**src/rtl/keypad_pkg.sv**
```systemverilog
// Shared types and geometry for the 4x4 matrix keypad scanner.
// Key code of a switch is row*NUM_COLS + col.
package keypad_pkg;

  localparam int NUM_ROWS = 4;
  localparam int NUM_COLS = 4;
  localparam int NUM_KEYS = NUM_ROWS * NUM_COLS;

  typedef enum logic {
    IDLE,
    PRESSED
  } kp_state_t;

  typedef enum logic [1:0] {
    NONE,
    SINGLE,
    MULTI
  } scan_class_t;

endpackage

```
**src/rtl/row_sync.sv**
```systemverilog
// Two-flop synchronizer for the active-low keypad rows; 2-cycle latency, no backpressure.
// Resets to all-ones, which reads as no key closed.
module row_sync
  import keypad_pkg::*;
(
  input  logic                clk,
  input  logic                rst_n,
  input  logic [NUM_ROWS-1:0] row_in,
  output logic [NUM_ROWS-1:0] row_s
);

  logic [NUM_ROWS-1:0] meta;

  always_ff @(posedge clk) begin
    if (!rst_n) begin
      meta  <= '1;
      row_s <= '1;
    end else begin
      meta  <= row_in;
      row_s <= meta;
    end
  end

endmodule

```
**src/rtl/keypad_scanner.sv**
```systemverilog
// Scans and debounces a 4x4 active-low keypad; one key_valid pulse per accepted press,
// at most DEBOUNCE_SCANS+1 scans + 2 cycles after a clean press; no backpressure.
module keypad_scanner
  import keypad_pkg::*;
#(
  parameter int SCAN_DIV       = 1000,
  parameter int DEBOUNCE_SCANS = 4
) (
  input  logic                clk,
  input  logic                rst_n,
  input  logic [NUM_ROWS-1:0] row_in,
  output logic [NUM_COLS-1:0] col_out,
  input  logic                clear_entry,
  output logic                key_valid,
  output logic [3:0]          key_code,
  output logic [31:0]         entry_data
);

  localparam int DIV_W = $clog2(SCAN_DIV);
  localparam int CNT_W = $clog2(DEBOUNCE_SCANS + 1);

  logic [NUM_ROWS-1:0] row_s;
  logic [DIV_W-1:0]    div;
  logic [1:0]          col;
  logic [NUM_KEYS-1:0] snap;
  logic [NUM_KEYS-1:0] snap_cur;
  logic                sample;
  logic                scan_done;

  scan_class_t cls, cand_cls;
  logic [3:0]  hit, cand_key;
  logic [4:0]  ones;
  logic [CNT_W-1:0] cnt, cnt_nxt;
  logic        same, stable, press;
  kp_state_t   state, state_nxt;

  row_sync u_row_sync (
    .clk    (clk),
    .rst_n  (rst_n),
    .row_in (row_in),
    .row_s  (row_s)
  );

  assign sample    = (div == DIV_W'(SCAN_DIV - 1));
  assign scan_done = sample && (col == 2'd3);
  assign col_out   = ~(4'b0001 << col);

  // Snapshot with the column being sampled this cycle merged in, so the
  // column-3 result is visible to the classifier on the completing cycle.
  always_comb begin
    snap_cur = snap;
    for (int r = 0; r < NUM_ROWS; r++) begin
      snap_cur[r*NUM_COLS + int'(col)] = ~row_s[r];
    end
  end

  always_comb begin
    ones = '0;
    hit  = '0;
    for (int i = 0; i < NUM_KEYS; i++) begin
      if (snap_cur[i]) begin
        ones = ones + 5'd1;
        hit  = 4'(i);
      end
    end
    if (ones == 5'd0)      cls = NONE;
    else if (ones == 5'd1) cls = SINGLE;
    else                   cls = MULTI;
  end

  always_comb begin
    same = (cls == cand_cls) && ((cls != SINGLE) || (hit == cand_key));
    if (!same)                                cnt_nxt = CNT_W'(1);
    else if (cnt == CNT_W'(DEBOUNCE_SCANS))   cnt_nxt = cnt;
    else                                      cnt_nxt = cnt + CNT_W'(1);
    stable = scan_done && (cnt_nxt == CNT_W'(DEBOUNCE_SCANS));
  end

  always_comb begin
    state_nxt = state;
    press     = 1'b0;
    case (state)
      IDLE: begin
        if (stable && cls == SINGLE) begin
          state_nxt = PRESSED;
          press     = 1'b1;
        end
      end
      PRESSED: begin
        // Only a debounced all-clear re-arms; other keys never emit.
        if (stable && cls == NONE) state_nxt = IDLE;
      end
      default: state_nxt = IDLE;
    endcase
  end

  always_ff @(posedge clk) begin
    if (!rst_n) begin
      div        <= '0;
      col        <= '0;
      snap       <= '0;
      cand_cls   <= NONE;
      cand_key   <= '0;
      cnt        <= '0;
      state      <= IDLE;
      key_valid  <= 1'b0;
      key_code   <= '0;
      entry_data <= '0;
    end else begin
      div <= sample ? '0 : div + DIV_W'(1);
      if (sample) begin
        col  <= col + 2'd1;
        snap <= scan_done ? '0 : snap_cur;
      end
      if (scan_done) begin
        cand_cls <= cls;
        cand_key <= hit;
        cnt      <= cnt_nxt;
      end
      state     <= state_nxt;
      key_valid <= press;
      if (press) key_code <= hit;
      if (clear_entry)
        entry_data <= press ? {28'h0, hit} : 32'h0;
      else if (press)
        entry_data <= {entry_data[27:0], hit};
    end
  end

endmodule
```
**config.mk**
```make
export PLATFORM = sky130hd
export DESIGN_NAME = keypad_scanner
export DESIGN_NICKNAME = d
export VERILOG_FILES = /design/src/rtl/keypad_pkg.sv /design/src/rtl/row_sync.sv /design/src/rtl/keypad_scanner.sv
export SDC_FILE = /design/constraint.sdc
export NUM_CORES = 1
export LEC_CHECK = 0
export CORE_MARGIN = 5
export CORE_UTILIZATION = 50
export CTS_CLUSTER_SIZE = 8
export DETAILED_ROUTE_END_ITERATION = 7
export PLACE_DENSITY = 0.8
export SETUP_SLACK_MARGIN = 0.5
export SKIP_LAST_GASP = 1
export SYNTH_ARGS = -nofsm -noshare
export SYNTH_HDL_FRONTEND = slang
export SYNTH_HIERARCHICAL = 1
export SYNTH_SLANG_ARGS = --single-unit
```
**constraint.sdc**
```tcl
create_clock -name clk -period 9.5 [get_ports clk]
set_input_delay 2.375 -clock clk [delete_from_list [all_inputs] [get_ports clk]]
set_output_delay 2.375 -clock clk [all_outputs]
set_load 0.01 [all_outputs]
```
==> results of run 1 <==
## timing repair
item	in CTS	in global routing
cloned	3	3
buffers inserted	18	12
pin swaps	24	22
hold buffers	0	0
resized for setup	32	37
endpoints found under the setup margin	43	43
## through the flow
stage | std cells | hold slack (ns)
after global placement | 770 | 0.391
after global routing | 822 | 0.440
final | 822 | 0.407
after floorplan | 597 | 0.386
after CTS | 807 | 0.399
after detailed placement | 770 | 0.393
## layout by cell type (no fill, tap or decap), drive strengths merged, types with 5 or more instances in the layout
master / synthesis / layout
dfxtp: 83 / 83
nor2: 79 / 79
nand2: 56 / 56
buf: 10 / 48
clkdlybuf4s50: 0 / 47
xnor2: 37 / 37
mux2i: 36 / 36
nand3: 31 / 31
a21oi: 29 / 29
o21ai: 22 / 22
xor2: 21 / 21
inv: 20 / 20
ha: 20 / 20
clkbuf: 15 / 14
a21boi: 12 / 12
nand2b: 11 / 11
nand3b: 8 / 8
and3: 7 / 7
a21o: 7 / 7
nor3b: 7 / 7
or2: 7 / 7
and2: 6 / 6
nand4: 5 / 5
o211a: 5 / 5
mux2: 5 / 5
o31ai: 5 / 5
## cells by family after synthesis
logic type,Yosys count
XOR/XNOR,62
flip-flops,83
adder cells (fa/ha/maj),21
multiplexers,41
AND/OR/NAND/NOR,231
buffers and inverters,45
AO/OA/AOI/OAI,114
## critical path, delay by kind of cell, from the launching register on
family / cells / cell delay, ns
adders and majority gates: 14 / 3.53
AOI/OAI and AO/OA: 9 / 1.55
muxes: 6 / 1.55
and+or+nand+nor: 10 / 1.21
buffers and inverters: 5 / 0.72
DFF: 1 / 0.39
xor gates and xnor gates: 2 / 0.31
## synth_stat cells, drive strengths merged, types with 5 or more instances
cell type	instances
nor3b	7
mux2i	36
nand2b	11
ha	20
clkbuf	15
inv	20
o211a	5
nand3b	8
nand3	31
buf	10
xnor2	37
and2	6
nand2	56
xor2	21
o21ai	22
a21o	7
and3	7
or2	7
mux2	5
nand4	5
nor2	79
a21boi	12
o31ai	5
a21oi	29
dfxtp	83
## per-layer routing
layer | GRT usage, % | up-vias
met5 | 0 | -
met4 | 9.16 | 0
met3 | 3.91 | 31
met2 | 34.8 | 129
met1 | 25.3 | 2265
li1 | - | 2250
## power by group
| part | switching [mW] | total (mW) | internal (mW) |
|---|---|---|---|
| Combinational | 0.0378 | 0.0743 | 0.0365 |
| Clock | 0.127 | 0.288 | 0.161 |
| Sequential | 0.00279 | 0.352 | 0.350 |
| Total | 0.168 | 0.715 | 0.547 |
## sequential cells by signal, summed over array words and instances (netlist names)
register and flops:
key_valid 1, cand_key 4, u_row_sync/row_s 4, key_code 4
u_row_sync/meta 4, entry_data 32, state 1, cand_cls 2
snap 16, cnt 3, div 10, col 2
## worst min-delay path by stage
| stage | from | endpoint | depth (start not counted) |
|---|---|---|---|
| after global placement | u_row_sync/meta[0] | u_row_sync/row_s[0] | 1 |
| after global routing | u_row_sync/meta[3] | u_row_sync/row_s[3] | 1 |
| final | u_row_sync/meta[3] | u_row_sync/row_s[3] | 1 |
| after detailed placement | u_row_sync/meta[1] | u_row_sync/row_s[1] | 1 |
| after CTS | u_row_sync/meta[3] | u_row_sync/row_s[3] | 1 |
| after floorplan | u_row_sync/meta[0] | u_row_sync/row_s[0] | 1 |
## cell type report
cell class                      count  area [um2]  share of cell area (%)
Clock buffer                       11         151                    2.19
Clock inverter                      5        75.1                    1.08
Inverter                           20        80.1                    1.16
Multi-Input combinational cell    469        3770                    54.5
Sequential cell                    83        1670                    24.1
Tap cell                          136         170                    2.46
Timing Repair Buffer               98        1010                    14.5
==> reports/qor.txt, run 1 <==
outcome -> complete, no violations
worst r2r src -> col[0]
Die Ht -> 112 um
Leakage -> 2.87 nW
Max-Slew Margin vs Limit -> 32.1%
Mapped Cells -> 597
WL final -> 13900 um
worst hold path type -> reg2reg
Cell variety after synth -> 74
Worst-path clk slew -> 0.08 ns
cell row count -> 37
CP Data Required Time -> 9.68 ns
Final Util -> 67.7%
htree depth -> 3
PwrDens -> 103 nW/um2
DP Worst Slack -> -0.103 ns
Overall Global Routing Usage -> 20.5%
first-pass GRT wire length -> 21600 um
Syn Nets -> 624
wire length per cell -> 16.9 um
vias in the first global route -> 4611
RSZ-0062 raised after global routing -> yes
Design Area, Final -> 6920 um2
Net count, final -> 708
Critical Path End Type -> flip-flop
Synth area leaders -> dfxtp_1 (32%), mux2i_1 (6.6%), nor2_1 (5.7%)
post-synthesis sequential area ratio -> 32.1%
Syn Area/Cell -> 8.67 um2
maximum vdd drop -> 0.119 mV
R2R cell count -> 46
WS Path Type -> reg2reg
core area -> 10200 um2
largest net degree at the start of global routing -> 40
Final HPWL DP -> 8510 um
Slew @ Worst Pin -> 1.02 ns
Compound-Gate Fraction of Synth Area -> 15.5%
Async SR Flop Fraction -> 0%
Skew-Pair Late Insertion Delay -> 0.35 ns
CP peak stage delay -> 0.39 ns
Crit Reg-Reg Endpoint -> entry_data[31]
Longest Clk Path Bufs -> 2
FILL cells -> 730
# DRC -> 0
layout cell share with drive strength beyond 1 -> 24.1%
Fin Clk Skew -> 0.0110 ns
area grow syn2layout -> 33.7%
initial antenna violation count -> 0
die area -> 12500 um2
CTS buffer count -> 9
Final WS setup -> 0.0424 ns
Finish-stage setup viols -> 0
fmax -> 106 MHz
max-slew violation count -> 0
RePlAce Congestion -> 0.859
CP max-delay cell -> dfxtp_4
Setup crit start -> col[0]
Met2 Wirelength -> 7060 um
startpoint types -> flip-flop
Final Hold Violating Endpoints -> 0
die width -> 112 um
M1 wire length -> 5860 um
I/O pins -> 48
Yosys warnings -> 6
crit path max fanout -> 5
TritonRoute pass-1 iters -> 5
number of synthesized flops with an enable pin -> 0
Syn Std Cell Area -> 5180 um2
remaining antenna violation count after routing -> 0
Setup crit end -> entry_data[31]
flop2flop setup slack -> 0.04 ns
DR vias -> 4675
Final Power -> 715 uW
Initial Utilization -> 50.6%
CP Data Arrival Time -> 9.64 ns
setup TNS -> 0 ns
most numerous cell on the critical path -> ha_4
Post-synth top flop -> dfxtp_1
Vias/cell -> 5.69
post-synth top area share -> 32.1%
Max-cap violations -> 0
initial drt markers -> 301
xor-xnor portion of the synthesized cell area -> 14.1%
# diodes -> 0
Synth Area in Simple Gates -> 21.4%
Tmin final -> 9.46 ns
flops & latches, synth -> 83
GR Overflow Total -> 0
CTS Sinks -> 83
Synth Area in Adders -> 5.03%
placed cell areas -> 6000 um2
cell taking the most area after synthesis -> dfxtp_1
CTS root buf -> clkbuf_8
IO buf count -> 47
uppermost routed layer -> met4
WL met3 -> 614 um
largest family of logic cells by synthesized area -> simple AND/OR/NAND/NOR gates
final period utilization -> 99.6%
post-synthesis mux area share -> 8.36%
TritonCTS clock tree -> built
Note: power is estimated with default switching activity, not from simulation.
==> run 2, diff against run 1 <==
--- a/config.mk
+++ b/config.mk
@@ -5,12 +5,14 @@
 export SDC_FILE = /design/constraint.sdc
 export NUM_CORES = 1
 export LEC_CHECK = 0
+export CORE_ASPECT_RATIO = 2
 export CORE_MARGIN = 5
 export CORE_UTILIZATION = 50
 export CTS_CLUSTER_SIZE = 8
 export DETAILED_ROUTE_END_ITERATION = 7
+export MAX_ROUTING_LAYER = met4
 export PLACE_DENSITY = 0.8
-export SETUP_SLACK_MARGIN = 0.5
+export SETUP_SLACK_MARGIN = 0.1
 export SKIP_LAST_GASP = 1
 export SYNTH_ARGS = -nofsm -noshare
 export SYNTH_HDL_FRONTEND = slang
==> run 2 against run 1 <==
Effect of this change: first-iteration DRC count decreased by 26%; clock skew decreased by 0.0041 ns; sequential share of layout area rose by 0.36 points; non-clock buffer count shrank 13; count of clock-buffer cells in the layout unchanged; register-to-register slack improved by 0.18 ns.
==> reports/qor.txt, run 2 (synthesized netlist as in run 1, its figures left out) <==
TritonRoute pass-1 iters -> 4 (was 5)
startpoint types -> flip-flop (unchanged)
Tmin final -> 9.28 ns (was 9.46 ns)
crit path max fanout -> 6 (was 5)
Top delay family on crit path -> adder cells (unchanged)
PwrDens -> 112 nW/um2 (was 103 nW/um2)
remaining antenna violation count after routing -> 0 (unchanged)
Skew-Pair Late Insertion Delay -> 0.34 ns (was 0.35 ns)
Die Ht -> 154 um (was 112 um)
CTS root buf -> clkbuf_16 (was clkbuf_8)
Clk network pwr share -> 44.8% (was 40.3%)
Finish-stage setup viols -> 0 (unchanged)
FILL cells -> 760 (was 730)
final period utilization -> 97.7% (was 99.6%)
met2 usage -> 40.8% (was 34.8%)
htree depth -> 3 (unchanged)
placed cell areas -> 6000 um2 (about the same)
die width -> 82.0 um (was 112 um)
maximum vdd drop -> 0.159 mV (was 0.119 mV)
most numerous cell on the critical path -> ha_4 (unchanged)
Vias/cell -> 5.67 (was 5.69)
DR vias -> 4589 (was 4675)
max-slew violation count -> 0 (unchanged)
Top Usage Layer GRT -> met2 (unchanged)
Final HPWL DP -> 9410 um (was 8510 um)
most frequent cells in the layout -> dfxtp_1 (81), nor2_1 (72), nand2_1 (53) (was dfxtp_1 (81), nor2_1 (72), nand2_1 (51))
Flop pwr share -> 46.3% (was 49.3%)
I/O pins -> 48 (unchanged)
Longest Clk Path Bufs -> 2 (unchanged)
Fin Clk Skew -> 0.00691 ns (was 0.0110 ns)
Max-cap violations -> 0 (unchanged)
switching power -> 185 uW (was 168 uW)
vias in the first global route -> 4770 (was 4611)
Reg area -> 1670 um2 (unchanged)
CP max-delay cell -> a221o_1 (was dfxtp_4)
WL final -> 13400 um (was 13900 um)
CTS buffer count -> 9 (unchanged)
WS Path Type -> reg2reg (unchanged)
outcome -> complete, no violations (unchanged)
Net count, final -> 696 (was 708)
CP Data Required Time -> 9.69 ns (was 9.68 ns)
worst hold path type -> reg2reg (unchanged)
internal power -> 577 uW (was 547 uW)
area used by multi-input combinational logic -> 3740 um2 (was 3770 um2)
layout cell share with drive strength beyond 1 -> 21.4% (was 24.1%)
Critical Path End Type -> flip-flop (unchanged)
final std cells w/o fill -> 809 (was 822)
area grow syn2layout -> 31.7% (was 33.7%)
flop2flop setup slack -> 0.22 ns (was 0.04 ns)
Max-Slew Margin vs Limit -> 33.3% (was 32.1%)
Final Hold Violating Endpoints -> 0 (unchanged)
largest net degree at the start of global routing -> 40 (unchanged)
# diodes -> 0 (unchanged)
max reg flops -> 32 (unchanged)
most common cell after layout, fill and taps aside -> dfxtp_1 (unchanged)
Slew @ Worst Pin -> 1.00 ns (was 1.02 ns)
CP Data Arrival Time -> 9.47 ns (was 9.64 ns)
fmax -> 108 MHz (was 106 MHz)
DP Worst Slack -> -0.210 ns (was -0.103 ns)
Cells after DPL -> 775 (was 770)
most flop-heavy register -> entry_data (unchanged)
M3 GR Usage -> 3.81% (was 3.91%)
met1 GRT Util -> 21.6% (was 25.3%)
Net Sw Frac -> 24.2% (was 23.4%)
RSZ-0062 raised after global routing -> yes (unchanged)
Worst-path clk slew -> 0.06 ns (was 0.08 ns)
Final WS setup -> 0.221 ns (was 0.0424 ns)
buffer and inverter count on the worst path -> 5 (unchanged)
Leakage -> 2.78 nW (was 2.87 nW)
Overall Global Routing Usage -> 22.2% (was 20.5%)
core area -> 10100 um2 (was 10200 um2)
largest registers -> entry_data (32), snap (16), div (10) (unchanged)
initial drt markers -> 222 (was 301)
initial antenna violation count -> 0 (unchanged)
logic gate share of total power -> 8.9% (was 10.4%)
hold_buf cts -> 0 (unchanged)
# DRC -> 0 (unchanged)
Initial Utilization -> 51.0% (was 50.6%)
RePlAce Congestion -> 0.903 (was 0.859)
TritonCTS clock tree -> built (unchanged)
wire length per cell -> 16.5 um (was 16.9 um)
die area -> 12600 um2 (was 12500 um2)
CP peak stage delay -> 0.40 ns (was 0.39 ns)
first-pass GRT wire length -> 21800 um (was 21600 um)
IO buf count -> 47 (unchanged)
GR Overflow Total -> 0 (unchanged)
CTS Sinks -> 83 (unchanged)
Design Area, Final -> 6820 um2 (was 6920 um2)
cell row count -> 52 (was 37)
==> run 2: cell types whose count changed in the layout (fill, tap and decap cells not counted), sizes merged <==
cell and delta:
clkinvlp +2, bufinv -2, buf -12, clkbuf -1
clkinv -3, nand3 +1, inv +3
==> run 2: worst register-to-register path: cells and delay by family (launching register included) <==
kind | cells | cell delay (ns)
xor+xnor | 1 | 0.20
compound gates | 9 | 1.86
fa+ha+maj | 13 | 3.06
flops | 1 | 0.36
mux | 7 | 1.74
simple gates | 9 | 1.32
buf+inv | 5 | 0.59
==> run 2: worst paths after layout <==
path / start / end / cells past startpoint
max: col[0] / entry_data[4] / 44
min reg2reg: u_row_sync/meta[0] / u_row_sync/row_s[0] / 1
max reg2reg: col[0] / entry_data[4] / 44
min: u_row_sync/meta[0] / u_row_sync/row_s[0] / 1
==> run 2: metal layers <==
metal | vias up | part of all wire, %
li1 | 2226 | -
met1 | 2200 | 36
met2 | 128 | 58
met3 | 35 | 3.1
met4 | 0 | 2.8
met5 | - | 0
==> run 2: final cells by class <==
class / instances / share of cell area, %
Inverter: 20 / 1.17
Timing Repair Buffer: 85 / 12.7
Clock inverter: 5 / 0.605
Multi-Input combinational cell: 470 / 54.9
Tap cell: 135 / 2.48
Clock buffer: 11 / 3.72
Sequential cell: 83 / 24.5
==> run 2: what timing repair did <==
action,4_1_cts,5_1_grt
setup buffers,9,5
setup endpoints to repair,42,43
cloned,2,3
pin swaps,22,17
endpoints found under the hold margin,0,0
resized for setup,28,35
==> run 2: stage by stage <==
stage / hold slack (ns) / power [mW] / util [%] / TNS (ns)
after global routing: 0.435 / 0.789 / 67.2 / -4.14
after floorplan: 0.386 / 0.402 / - / 0
after global placement: 0.388 / 0.413 / 59.2 / 0
after detailed placement: 0.402 / 0.415 / 59.2 / -6.22
final: 0.415 / 0.762 / 67.2 / 0
after CTS: 0.418 / 0.756 / 64.4 / 0
==> run 2: power groups by stage <==
stage	registers (mW)	logic [mW]	clock network (mW)
after floorplan	0.359	0.0430	0
after global placement	0.360	0.0525	0
after detailed placement	0.361	0.0548	0
after CTS	0.353	0.0578	0.346
after global routing	0.353	0.0735	0.363
final	0.353	0.0677	0.342
